<file path="src/rtl/legv8_control_fsm_if.sv">
// Control-word bus between the multicycle control unit and the LEGv8 datapath.
interface legv8_control_fsm_if;
    localparam int unsigned XLEN = 32;
    localparam int unsigned RW   = 5;

    // Datapath to controller
    logic [XLEN-1:0] IR_out;
    logic [3:0]      status;

    // Controller to datapath
    logic            w_reg;
    logic            C0;
    logic            mem_cs;
    logic            mem_write_en;
    logic            IR_load;
    logic            status_load;
    logic            B_Sel;
    logic [XLEN-1:0] k;
    logic [4:0]      FS;
    logic [1:0]      size;
    logic [RW-1:0]   SA;
    logic [RW-1:0]   SB;
    logic [RW-1:0]   DA;
    logic [1:0]      PC_sel;
    logic            add_tri_sel;
    logic [1:0]      data_tri_sel;
    logic            halted;
    logic            instr_done;

    modport master (
        input  IR_out, status,
        output w_reg, C0, mem_cs, mem_write_en, IR_load, status_load, B_Sel,
               k, FS, size, SA, SB, DA, PC_sel, add_tri_sel, data_tri_sel,
               halted, instr_done
    );

    modport slave (
        output IR_out, status,
        input  w_reg, C0, mem_cs, mem_write_en, IR_load, status_load, B_Sel,
               k, FS, size, SA, SB, DA, PC_sel, add_tri_sel, data_tri_sel,
               halted, instr_done
    );
endinterface

</file>
<file path="src/rtl/legv8_control_fsm.sv">
// Multicycle LEGv8-subset control unit: fetch, execute, memory and branch
// sequencing. The control word is decoded from the state and IR_out.
module legv8_control_fsm (
    input  logic                 clock,
    input  logic                 reset,
    legv8_control_fsm_if.master  bus
);
    localparam int unsigned XLEN = 32;

    localparam logic [4:0] FS_ADD   = 5'b01000;
    localparam logic [4:0] FS_SUB   = 5'b01001;
    localparam logic [4:0] FS_AND   = 5'b00000;
    localparam logic [4:0] FS_ORR   = 5'b00100;
    localparam logic [4:0] FS_PASSA = 5'b00100;

    localparam logic [10:0] OP_ADD  = 11'b10001011000;
    localparam logic [10:0] OP_SUB  = 11'b11001011000;
    localparam logic [10:0] OP_AND  = 11'b10001010000;
    localparam logic [10:0] OP_ORR  = 11'b10101010000;
    localparam logic [9:0]  OP_ADDI = 10'b1001000100;
    localparam logic [9:0]  OP_SUBI = 10'b1101000100;
    localparam logic [10:0] OP_LDUR = 11'b11111000010;
    localparam logic [10:0] OP_STUR = 11'b11111000000;
    localparam logic [5:0]  OP_B    = 6'b000101;
    localparam logic [7:0]  OP_CBZ  = 8'b10110100;
    localparam logic [7:0]  OP_CBNZ = 8'b10110101;

    typedef enum logic [2:0] {
        FETCH1 = 3'd0,
        FETCH2 = 3'd1,
        EXEC   = 3'd2,
        MEM    = 3'd3,
        BRANCH = 3'd4,
        HALT   = 3'd5
    } state_e;

    state_e            state_q;
    state_e            state_d;

    logic [XLEN-1:0]   ir;
    logic              is_alu;
    logic              is_imm;
    logic [4:0]        alu_fs;
    logic              alu_c0;
    logic              is_ldur;
    logic              is_stur;
    logic              is_b;
    logic              is_cb;
    logic [XLEN-1:0]   k_mem;
    logic [XLEN-1:0]   k_b;
    logic [XLEN-1:0]   k_cb;
    logic              cb_taken;
    logic              unused_status;

    assign ir            = bus.IR_out;
    assign unused_status = ^bus.status[3:1];

    // Instruction class, ALU function and sign-extended offsets
    always_comb begin
        is_alu  = 1'b1;
        is_imm  = 1'b0;
        alu_fs  = FS_ADD;
        alu_c0  = 1'b0;
        if (ir[31:21] == OP_ADD) begin
            alu_fs = FS_ADD;
        end else if (ir[31:21] == OP_SUB) begin
            alu_fs = FS_SUB;
            alu_c0 = 1'b1;
        end else if (ir[31:21] == OP_AND) begin
            alu_fs = FS_AND;
        end else if (ir[31:21] == OP_ORR) begin
            alu_fs = FS_ORR;
        end else if (ir[31:22] == OP_ADDI) begin
            is_imm = 1'b1;
            alu_fs = FS_ADD;
        end else if (ir[31:22] == OP_SUBI) begin
            is_imm = 1'b1;
            alu_fs = FS_SUB;
            alu_c0 = 1'b1;
        end else begin
            is_alu = 1'b0;
        end
        is_ldur  = (ir[31:21] == OP_LDUR);
        is_stur  = (ir[31:21] == OP_STUR);
        is_b     = (ir[31:26] == OP_B);
        is_cb    = (ir[31:24] == OP_CBZ) || (ir[31:24] == OP_CBNZ);
        k_mem    = {{23{ir[20]}}, ir[20:12]};
        k_b      = {{4{ir[25]}}, ir[25:0], 2'b00};
        k_cb     = {{11{ir[23]}}, ir[23:5], 2'b00};
        // IR[24] distinguishes CBNZ (1) from CBZ (0); Z is status[0]
        cb_taken = ir[24] ^ bus.status[0];
    end

    // State register; low reset returns to FETCH1 from any state
    always_ff @(posedge clock) begin
        if (!reset) begin
            state_q <= FETCH1;
        end else begin
            state_q <= state_d;
        end
    end

    // Next state and control word; idle word while reset is low
    always_comb begin
        state_d          = state_q;
        bus.w_reg        = 1'b0;
        bus.C0           = 1'b0;
        bus.mem_cs       = 1'b0;
        bus.mem_write_en = 1'b0;
        bus.IR_load      = 1'b0;
        bus.status_load  = 1'b0;
        bus.B_Sel        = 1'b0;
        bus.k            = '0;
        bus.FS           = 5'b00000;
        bus.size         = 2'b10;
        bus.SA           = 5'd0;
        bus.SB           = 5'd0;
        bus.DA           = 5'd31;
        bus.PC_sel       = 2'b00;
        bus.add_tri_sel  = 1'b1;
        bus.data_tri_sel = 2'd0;
        bus.halted       = 1'b0;
        bus.instr_done   = 1'b0;

        if (reset) begin
            case (state_q)
                FETCH1: begin
                    bus.mem_cs       = 1'b1;
                    bus.data_tri_sel = 2'd3;
                    state_d          = FETCH2;
                end
                FETCH2: begin
                    bus.mem_cs       = 1'b1;
                    bus.data_tri_sel = 2'd3;
                    bus.IR_load      = 1'b1;
                    state_d          = EXEC;
                end
                EXEC: begin
                    if (is_alu) begin
                        bus.SA         = ir[9:5];
                        bus.SB         = ir[20:16];
                        bus.DA         = ir[4:0];
                        bus.B_Sel      = is_imm;
                        bus.k          = is_imm ? XLEN'(ir[21:10]) : '0;
                        bus.FS         = alu_fs;
                        bus.C0         = alu_c0;
                        bus.w_reg      = 1'b1;
                        bus.PC_sel     = 2'b01;
                        bus.instr_done = 1'b1;
                        state_d        = FETCH1;
                    end else if (is_ldur || is_stur) begin
                        bus.SA          = ir[9:5];
                        bus.B_Sel       = 1'b1;
                        bus.k           = k_mem;
                        bus.FS          = FS_ADD;
                        bus.add_tri_sel = 1'b0;
                        bus.mem_cs      = 1'b1;
                        bus.size        = 2'b11;
                        if (is_ldur) begin
                            bus.data_tri_sel = 2'd3;
                            state_d          = MEM;
                        end else begin
                            bus.SB           = ir[4:0];
                            bus.data_tri_sel = 2'd1;
                            bus.mem_write_en = 1'b1;
                            bus.PC_sel       = 2'b01;
                            bus.instr_done   = 1'b1;
                            state_d          = FETCH1;
                        end
                    end else if (is_b) begin
                        bus.PC_sel     = 2'b10;
                        bus.k          = k_b;
                        bus.instr_done = 1'b1;
                        state_d        = FETCH1;
                    end else if (is_cb) begin
                        // Pass the tested register through the ALU to latch Z
                        bus.SA          = ir[4:0];
                        bus.B_Sel       = 1'b1;
                        bus.FS          = FS_PASSA;
                        bus.status_load = 1'b1;
                        state_d         = BRANCH;
                    end else begin
                        state_d = HALT;
                    end
                end
                MEM: begin
                    bus.SA           = ir[9:5];
                    bus.B_Sel        = 1'b1;
                    bus.k            = k_mem;
                    bus.FS           = FS_ADD;
                    bus.add_tri_sel  = 1'b0;
                    bus.mem_cs       = 1'b1;
                    bus.data_tri_sel = 2'd3;
                    bus.size         = 2'b11;
                    bus.DA           = ir[4:0];
                    bus.w_reg        = 1'b1;
                    bus.PC_sel       = 2'b01;
                    bus.instr_done   = 1'b1;
                    state_d          = FETCH1;
                end
                BRANCH: begin
                    if (cb_taken) begin
                        bus.PC_sel = 2'b10;
                        bus.k      = k_cb;
                    end else begin
                        bus.PC_sel = 2'b01;
                    end
                    bus.instr_done = 1'b1;
                    state_d        = FETCH1;
                end
                HALT: begin
                    bus.halted = 1'b1;
                    state_d    = HALT;
                end
                default: begin
                    state_d = HALT;
                end
            endcase
        end
    end
endmodule
</file>
<file path="src/flat_wrapper.sv">
// flat-port wrapper written by rule: the top's interface ports become plain ports
module legv8_control_fsm_flat 
  (clock, reset, bus_IR_out, bus_status, bus_w_reg, bus_C0, bus_mem_cs, bus_mem_write_en, bus_IR_load, bus_status_load, bus_B_Sel, bus_k, bus_FS, bus_size, bus_SA, bus_SB, bus_DA, bus_PC_sel, bus_add_tri_sel, bus_data_tri_sel, bus_halted, bus_instr_done);
  legv8_control_fsm_if bus_i ();
  input  logic clock;
  input  logic reset;
  input wire logic [$bits(bus_i.IR_out)-1:0] bus_IR_out;
  input wire logic [$bits(bus_i.status)-1:0] bus_status;
  output wire logic [$bits(bus_i.w_reg)-1:0] bus_w_reg;
  output wire logic [$bits(bus_i.C0)-1:0] bus_C0;
  output wire logic [$bits(bus_i.mem_cs)-1:0] bus_mem_cs;
  output wire logic [$bits(bus_i.mem_write_en)-1:0] bus_mem_write_en;
  output wire logic [$bits(bus_i.IR_load)-1:0] bus_IR_load;
  output wire logic [$bits(bus_i.status_load)-1:0] bus_status_load;
  output wire logic [$bits(bus_i.B_Sel)-1:0] bus_B_Sel;
  output wire logic [$bits(bus_i.k)-1:0] bus_k;
  output wire logic [$bits(bus_i.FS)-1:0] bus_FS;
  output wire logic [$bits(bus_i.size)-1:0] bus_size;
  output wire logic [$bits(bus_i.SA)-1:0] bus_SA;
  output wire logic [$bits(bus_i.SB)-1:0] bus_SB;
  output wire logic [$bits(bus_i.DA)-1:0] bus_DA;
  output wire logic [$bits(bus_i.PC_sel)-1:0] bus_PC_sel;
  output wire logic [$bits(bus_i.add_tri_sel)-1:0] bus_add_tri_sel;
  output wire logic [$bits(bus_i.data_tri_sel)-1:0] bus_data_tri_sel;
  output wire logic [$bits(bus_i.halted)-1:0] bus_halted;
  output wire logic [$bits(bus_i.instr_done)-1:0] bus_instr_done;
  assign bus_i.IR_out = bus_IR_out;
  assign bus_i.status = bus_status;
  assign bus_w_reg = bus_i.w_reg;
  assign bus_C0 = bus_i.C0;
  assign bus_mem_cs = bus_i.mem_cs;
  assign bus_mem_write_en = bus_i.mem_write_en;
  assign bus_IR_load = bus_i.IR_load;
  assign bus_status_load = bus_i.status_load;
  assign bus_B_Sel = bus_i.B_Sel;
  assign bus_k = bus_i.k;
  assign bus_FS = bus_i.FS;
  assign bus_size = bus_i.size;
  assign bus_SA = bus_i.SA;
  assign bus_SB = bus_i.SB;
  assign bus_DA = bus_i.DA;
  assign bus_PC_sel = bus_i.PC_sel;
  assign bus_add_tri_sel = bus_i.add_tri_sel;
  assign bus_data_tri_sel = bus_i.data_tri_sel;
  assign bus_halted = bus_i.halted;
  assign bus_instr_done = bus_i.instr_done;
  legv8_control_fsm u_core (.clock(clock), .reset(reset), .bus(bus_i));
endmodule
</file>
<file path="config.mk">
export PLATFORM = sky130hd
export DESIGN_NAME = legv8_control_fsm_flat
export DESIGN_NICKNAME = d
export VERILOG_FILES = /design/src/rtl/legv8_control_fsm_if.sv /design/src/rtl/legv8_control_fsm.sv /design/src/flat_wrapper.sv
export SDC_FILE = /design/constraint.sdc
export NUM_CORES = 1
export LEC_CHECK = 0
export CORE_MARGIN = 8
export CORE_UTILIZATION = 39
export DETAILED_ROUTE_END_ITERATION = 16
export GPL_ROUTABILITY_DRIVEN = 0
export PLACE_DENSITY = 0.91
export SLEW_MARGIN = 20
export SYNTH_ARGS = -nofsm -noshare
export SYNTH_HDL_FRONTEND = slang
export SYNTH_SLANG_ARGS = --single-unit
</file>
<file path="constraint.sdc">
create_clock -name clock -period 4.85 [get_ports clock]
set_clock_uncertainty 0.15 [all_clocks]
set_input_delay 1.455 -clock clock [delete_from_list [all_inputs] [get_ports clock]]
set_output_delay 1.455 -clock clock [all_outputs]
set_load 0.005 [all_outputs]
</file>
## Word level (Yosys, flattened, before mapping)

Index checks and enable logic that the tools add are counted.

- Logic and storage cells: 131
- Input port bits: 38
- Memories: 0
- Memory bits (read-only): 0
- Bits in writable memories: 0
- Output and inout bits: 68
- Latch bits: 0
- Flip-flop bits (word level): 3

- Add/subtract/negate cells: 0
- Multipliers: 0
- Divide/modulo/power cells: 0
- Bitwise gates (word level): 1
- Reductions and logical operators: 5
- Order comparisons: 0
- Muxes and demuxes: 108
- Eq/ne operators: 16
- Shifts and indexed selects: 0

Operators with widths:

| operator | number |
|---|---|
| $mux 32 | 5 |
| $mux 5 | 21 |
| $pmux 32 s3 | 1 |
| $eq 11x11->1 const B | 6 |
| $mux 1 | 52 |
| $pmux 5 s2 | 3 |
| $mux 2 | 12 |
| $eq 10x10->1 const B | 2 |
| $eq 8x8->1 const B | 2 |
| $mux 12 | 1 |
| $mux 3 | 4 |
| $pmux 3 s4 | 1 |
| $pmux 1 s2 | 5 |
| $pmux 2 s2 | 2 |
| $eq 3x2->1 const B | 2 |
| $eq 3x3->1 const B | 2 |
| $eq 6x3->1 const B | 1 |
| $pmux 2 s3 | 1 |
| $eq 3x1->1 const B | 1 |
| $logic_not 3->1 | 1 |
| $reduce_or 3->1 | 1 |
| $logic_or 1x1->1 | 2 |
| $reduce_or 2->1 | 1 |
| $xor 1x1->1 | 1 |

## Depth between registers and ports, before layout

- Depth after elaboration: 11
- Gate-level depth with buffers: 8
- Gate-level depth less buffers: 4

## Worst setup path after synthesis

Ideal clock, no wire load.

- Path type: input to output
- Start: in bus_IR_out[26]
- End: out bus_k[28]
- Data arrival time: 3.194 ns
- Required time: 3.245 ns
- Setup slack: 0.051 ns
- Buffers on the path: 2
- Stages: 6
- Path through: or4b_4 nor3_4 buf_6 a21oi_1 o31ai_1 buf_4

- Longest elaborated chain between the ends: 10
- Elaborated cells on any way between the ends: 21
- Classes of those cells: 9 x eq/ne; 11 x mux; 1 x reduce/logical

RTL lines:

| what | line | source |
|---|---|---|
| start: declaration | flat_wrapper.sv:7 | `input wire logic [$bits(bus_i.IR_out)-1:0] bus_IR_out;` |
| $eq 10x10->1 | legv8_control_fsm.sv:76 | `end else if (ir[31:22] == OP_SUBI) begin` |
| $mux 1 | legv8_control_fsm.sv:76 |  |
| $mux 1 | legv8_control_fsm.sv:73 | `end else if (ir[31:22] == OP_ADDI) begin` |
| $mux 1 | legv8_control_fsm.sv:71 | `end else if (ir[31:21] == OP_ORR) begin` |
| $mux 1 | legv8_control_fsm.sv:69 | `end else if (ir[31:21] == OP_AND) begin` |
| $mux 1 | legv8_control_fsm.sv:66 | `end else if (ir[31:21] == OP_SUB) begin` |
| $mux 1 | legv8_control_fsm.sv:64 | `if (ir[31:21] == OP_ADD) begin` |
| $mux 32 (*) | legv8_control_fsm.sv:139 | `if (is_alu) begin` |
| $pmux 32 s3 (*) | legv8_control_fsm.sv:126 | `case (state_q)` |
| $mux 32 (*) | legv8_control_fsm.sv:125 | `if (reset) begin` |
| end: declaration | flat_wrapper.sv:16 | `output wire logic [$bits(bus_i.k)-1:0] bus_k;` |

Every way passes the cells marked *; elsewhere a longest branch is shown, timed or not.

## Worst setup path in the final report

- Start: in bus_IR_out[20]
- End: out bus_k[12]

- Longest elaborated chain between the ends: 4

RTL lines:

| what | line | source |
|---|---|---|
| $mux 32 | legv8_control_fsm.sv:151 | `end else if (is_ldur \|\| is_stur) begin` |
| $mux 32 | legv8_control_fsm.sv:139 |  |
| $pmux 32 s3 (*) | legv8_control_fsm.sv:126 |  |
| $mux 32 (*) | legv8_control_fsm.sv:125 |  |

Marks and branches as above.

==> out/qor.txt <==
status: finished with violations
failing checks: setup timing
crit-path max FO: 10
predominant post-synthesis flop cell: dfxtp_1
Placed Cells: 444
count of flip-flops with a built-in enable after synthesis: 0
initial drt markers: 588
Crit. End Element: primary output
Area Growth Syn to Fin: 103.7%
Core Area: 4384 um2
Fin Setup TNS: -0.5542 ns
Starting Density: 0.4078
FFs w/ async S/R, synth: 0
GR Overflow Total: 0
max reg flops: 3
CP Cell Sequence: clkdlybuf4s50_1, and4b_1, buf_4, buf_4, a21oi_1, o32ai_4, buf_6
CTS tree: done
FF-to-FF Start: u_core.state_q[0]
most frequent cell after synthesis: a21oi_1
Syn Inst Count: 248
Buf/Inv on CP: 4
Ports: 106
antenna-violating nets left: 0
initial antenna violation count: 0
Critical Path Start Type: input pin
peak supply drop: 0.09834 mV
CTS Buf Count: 3
Hold Path Depth: 2
RSZ-0062 raised after global routing: yes
yosys warns: 0
Sw Ratio: 0.4759
Die Y-Extent: 83.71 um
Sinks on Clock Net: 3
post-route clock period utilization: 1.038
CTS H-tree lvls: 1
r2r setup slk: 2.30 ns
number of global-route vias before repair: 3371
Worst Hold Path EP: u_core.state_q[2]
FF+latch count, synth: 3
hold_sp: u_core.state_q[2]
slew margin rel.: 0.5640
DR pass1 iterations: 6
first-pass GRT wire length: 18490 um
# setup viols final: 8
final hold vios: 0
largest cells by area after synthesis: a21oi_1, o32ai_2, buf_4
Slew @ Worst Pin: 0.6525 ns
Largest Register: u_core.state_q
Synth top area share: 0.08957
row count: 24
critical path's slowest cell: clkdlybuf4s50_1
most common library cells after synthesis: a21oi_1, nand2_1, buf_2
Unique masters post-synth: 61
P per Cell Area: 138.7 nW/um2
Clock Latency Late Sink: 0.22 ns
Final Max Tran Viols: 0
fraction of layout cells with a size suffix above 1: 0.5221
chip width: 83.71 um
DIE AREA: 7007 um2
hold buffer count at CTS: 0
post-synthesis sequential area ratio: 0.03359
Syn Area/Cell: 7.210 um2
worst setup margin: -0.1842 ns
clk root buf: clkbuf_8
Top cell by count, worst path: buf_4
max_cap viols: 0
drt total wl: 12790 um
CP delay by family, top: buffers and inverters
nets@finish: 468
Clock Power Share: 0.150
FF-to-FF End: u_core.state_q[0]
Synth Cell Area: 1788 um2
worst min-delay path category: register to register
Flop pwr share: 0.104
Final min period: 5.034 ns
largest area contributor in the netlist: a21oi_1
GRT Resource Usage Total: 0.3168
post-place setup slack: -0.7029 ns
DP HPWL: 7179 um
FMAX: 198.6 MHz
routed vias: 3443
drt via density: 7.158
# diodes: 0
Crit Path Class: input pin to primary output
deepest clock path buffer count: 2
drc violations: 0
clock transition at the registers of the reported paths: 0.04 ns
switching pwr: 240.4 uW
max incr delay on CP: 0.53 ns
Required @ worst endpoint: 3.24 ns
Gate power share: 0.745
CP Data Arrival Time: 3.43 ns
top flop regs: u_core.state_q x3
I/O Buffers: 99
largest net degree at the start of global routing: 19
Internal Power: 264.7 uW
Wirelength per Cell: 26.59 um
post-route insts no fill: 481
Leak: 0.001547 uW
reg2reg path depth: 6
-- how the worst max path moves through the flow --
stage / cells past startpoint / endpoint / slack [ns] / start
2_1_floorplan: 6 / bus_k[28] / 0.05 / bus_IR_out[26]
3_3_place_gp: 7 / bus_k[10] / -0.66 / bus_IR_out[26]
3_5_place_dp: 7 / bus_k[10] / -0.70 / bus_IR_out[26]
4_1_cts: 10 / bus_k[9] / -0.1 / bus_IR_out[24]
5_1_grt: 7 / bus_k[12] / -0.19 / bus_IR_out[20]
6_report: 7 / bus_k[12] / -0.18 / bus_IR_out[20]
-- power groups by stage --
stage | logic, uW | registers, uW | clock network (uW)
floorplan | 147 | 34.2 | 0
global placement | 283 | 46.6 | 0
detailed placement | 293 | 47.3 | 0
CTS | 323 | 49.1 | 73.2
global route | 388 | 52.7 | 79.2
finish | 377 | 52.7 | 76.0
-- area by class of cell --
class	count	area [um2]
timing repair buffer	212	1758
clock buffer	4	45.04
sequential	3	60.06
tap	52	65.06
multi-input combinational	206	1699
fill	239	742.0
inverter	4	15.01
-- routing by layer --
| layer | part of all wire | track usage |
|---|---|---|
| met4 | 0.10 | 0.1915 |
| met1 | 0.33 | 0.3623 |
| met5 | 0 | 0 |
| met3 | 0.14 | 0.09766 |
| met2 | 0.43 | 0.5025 |
-- logic make-up after synthesis --
group | share of synthesized area
AO/OA/AOI/OAI | 0.4913
flip-flops | 0.03359
other | 0.004200
XOR/XNOR | 0.004899
buffers and inverters | 0.1281
AND/OR/NAND/NOR | 0.3380
-- cell usage in the layout, fill, tap and decap left out, drive strengths merged, types with 3 or more instances in the layout --
master	netlist	layout
nor3b	3	3
nor4bb	3	3
a21oi	32	32
and2	5	5
nand2b	4	4
buf	26	151
o21ai	13	13
and3	6	6
nor2	9	9
clkbuf	10	16
clkdlybuf4s15	0	4
conb	2	3
nand2	20	20
nand3	10	10
a32oi	8	8
inv	4	4
o221ai	3	3
a2111oi	3	3
o211ai	5	5
dfxtp	3	3
a31oi	10	10
dlygate4sd2	0	16
nand4	4	4
a221o	3	3
clkdlybuf4s50	0	27
o32ai	7	7
a32o	5	5
nor3	6	6
nand3b	7	7
o31ai	9	9
-- metrics by stage --
stage                     power [uW]  cell area, um2  utilization  hold WS [ns]
after floorplan                180.7            1792            -        0.4667
after global placement         329.4            3302       0.7531        0.4822
after detailed placement       339.9            3302       0.7531        0.5458
after CTS                      445.1            3508       0.8002        0.5759
after global routing           519.9            3642       0.8308        0.6373
final                          505.2            3642       0.8308        0.6125
-- worst min-delay path: stages, from the launching register on --
cell      delay [ns]
dfxtp_1         0.44
o211ai_1        0.18
o41ai_1         0.09
-- what timing repair did --
action	CTS	global route
buffers inserted	23	13
endpoints found under the setup margin	63	54
pin swaps	24	22
resized for setup	226	51
gates cloned	1	0
(Power assumes the default switching activity.)
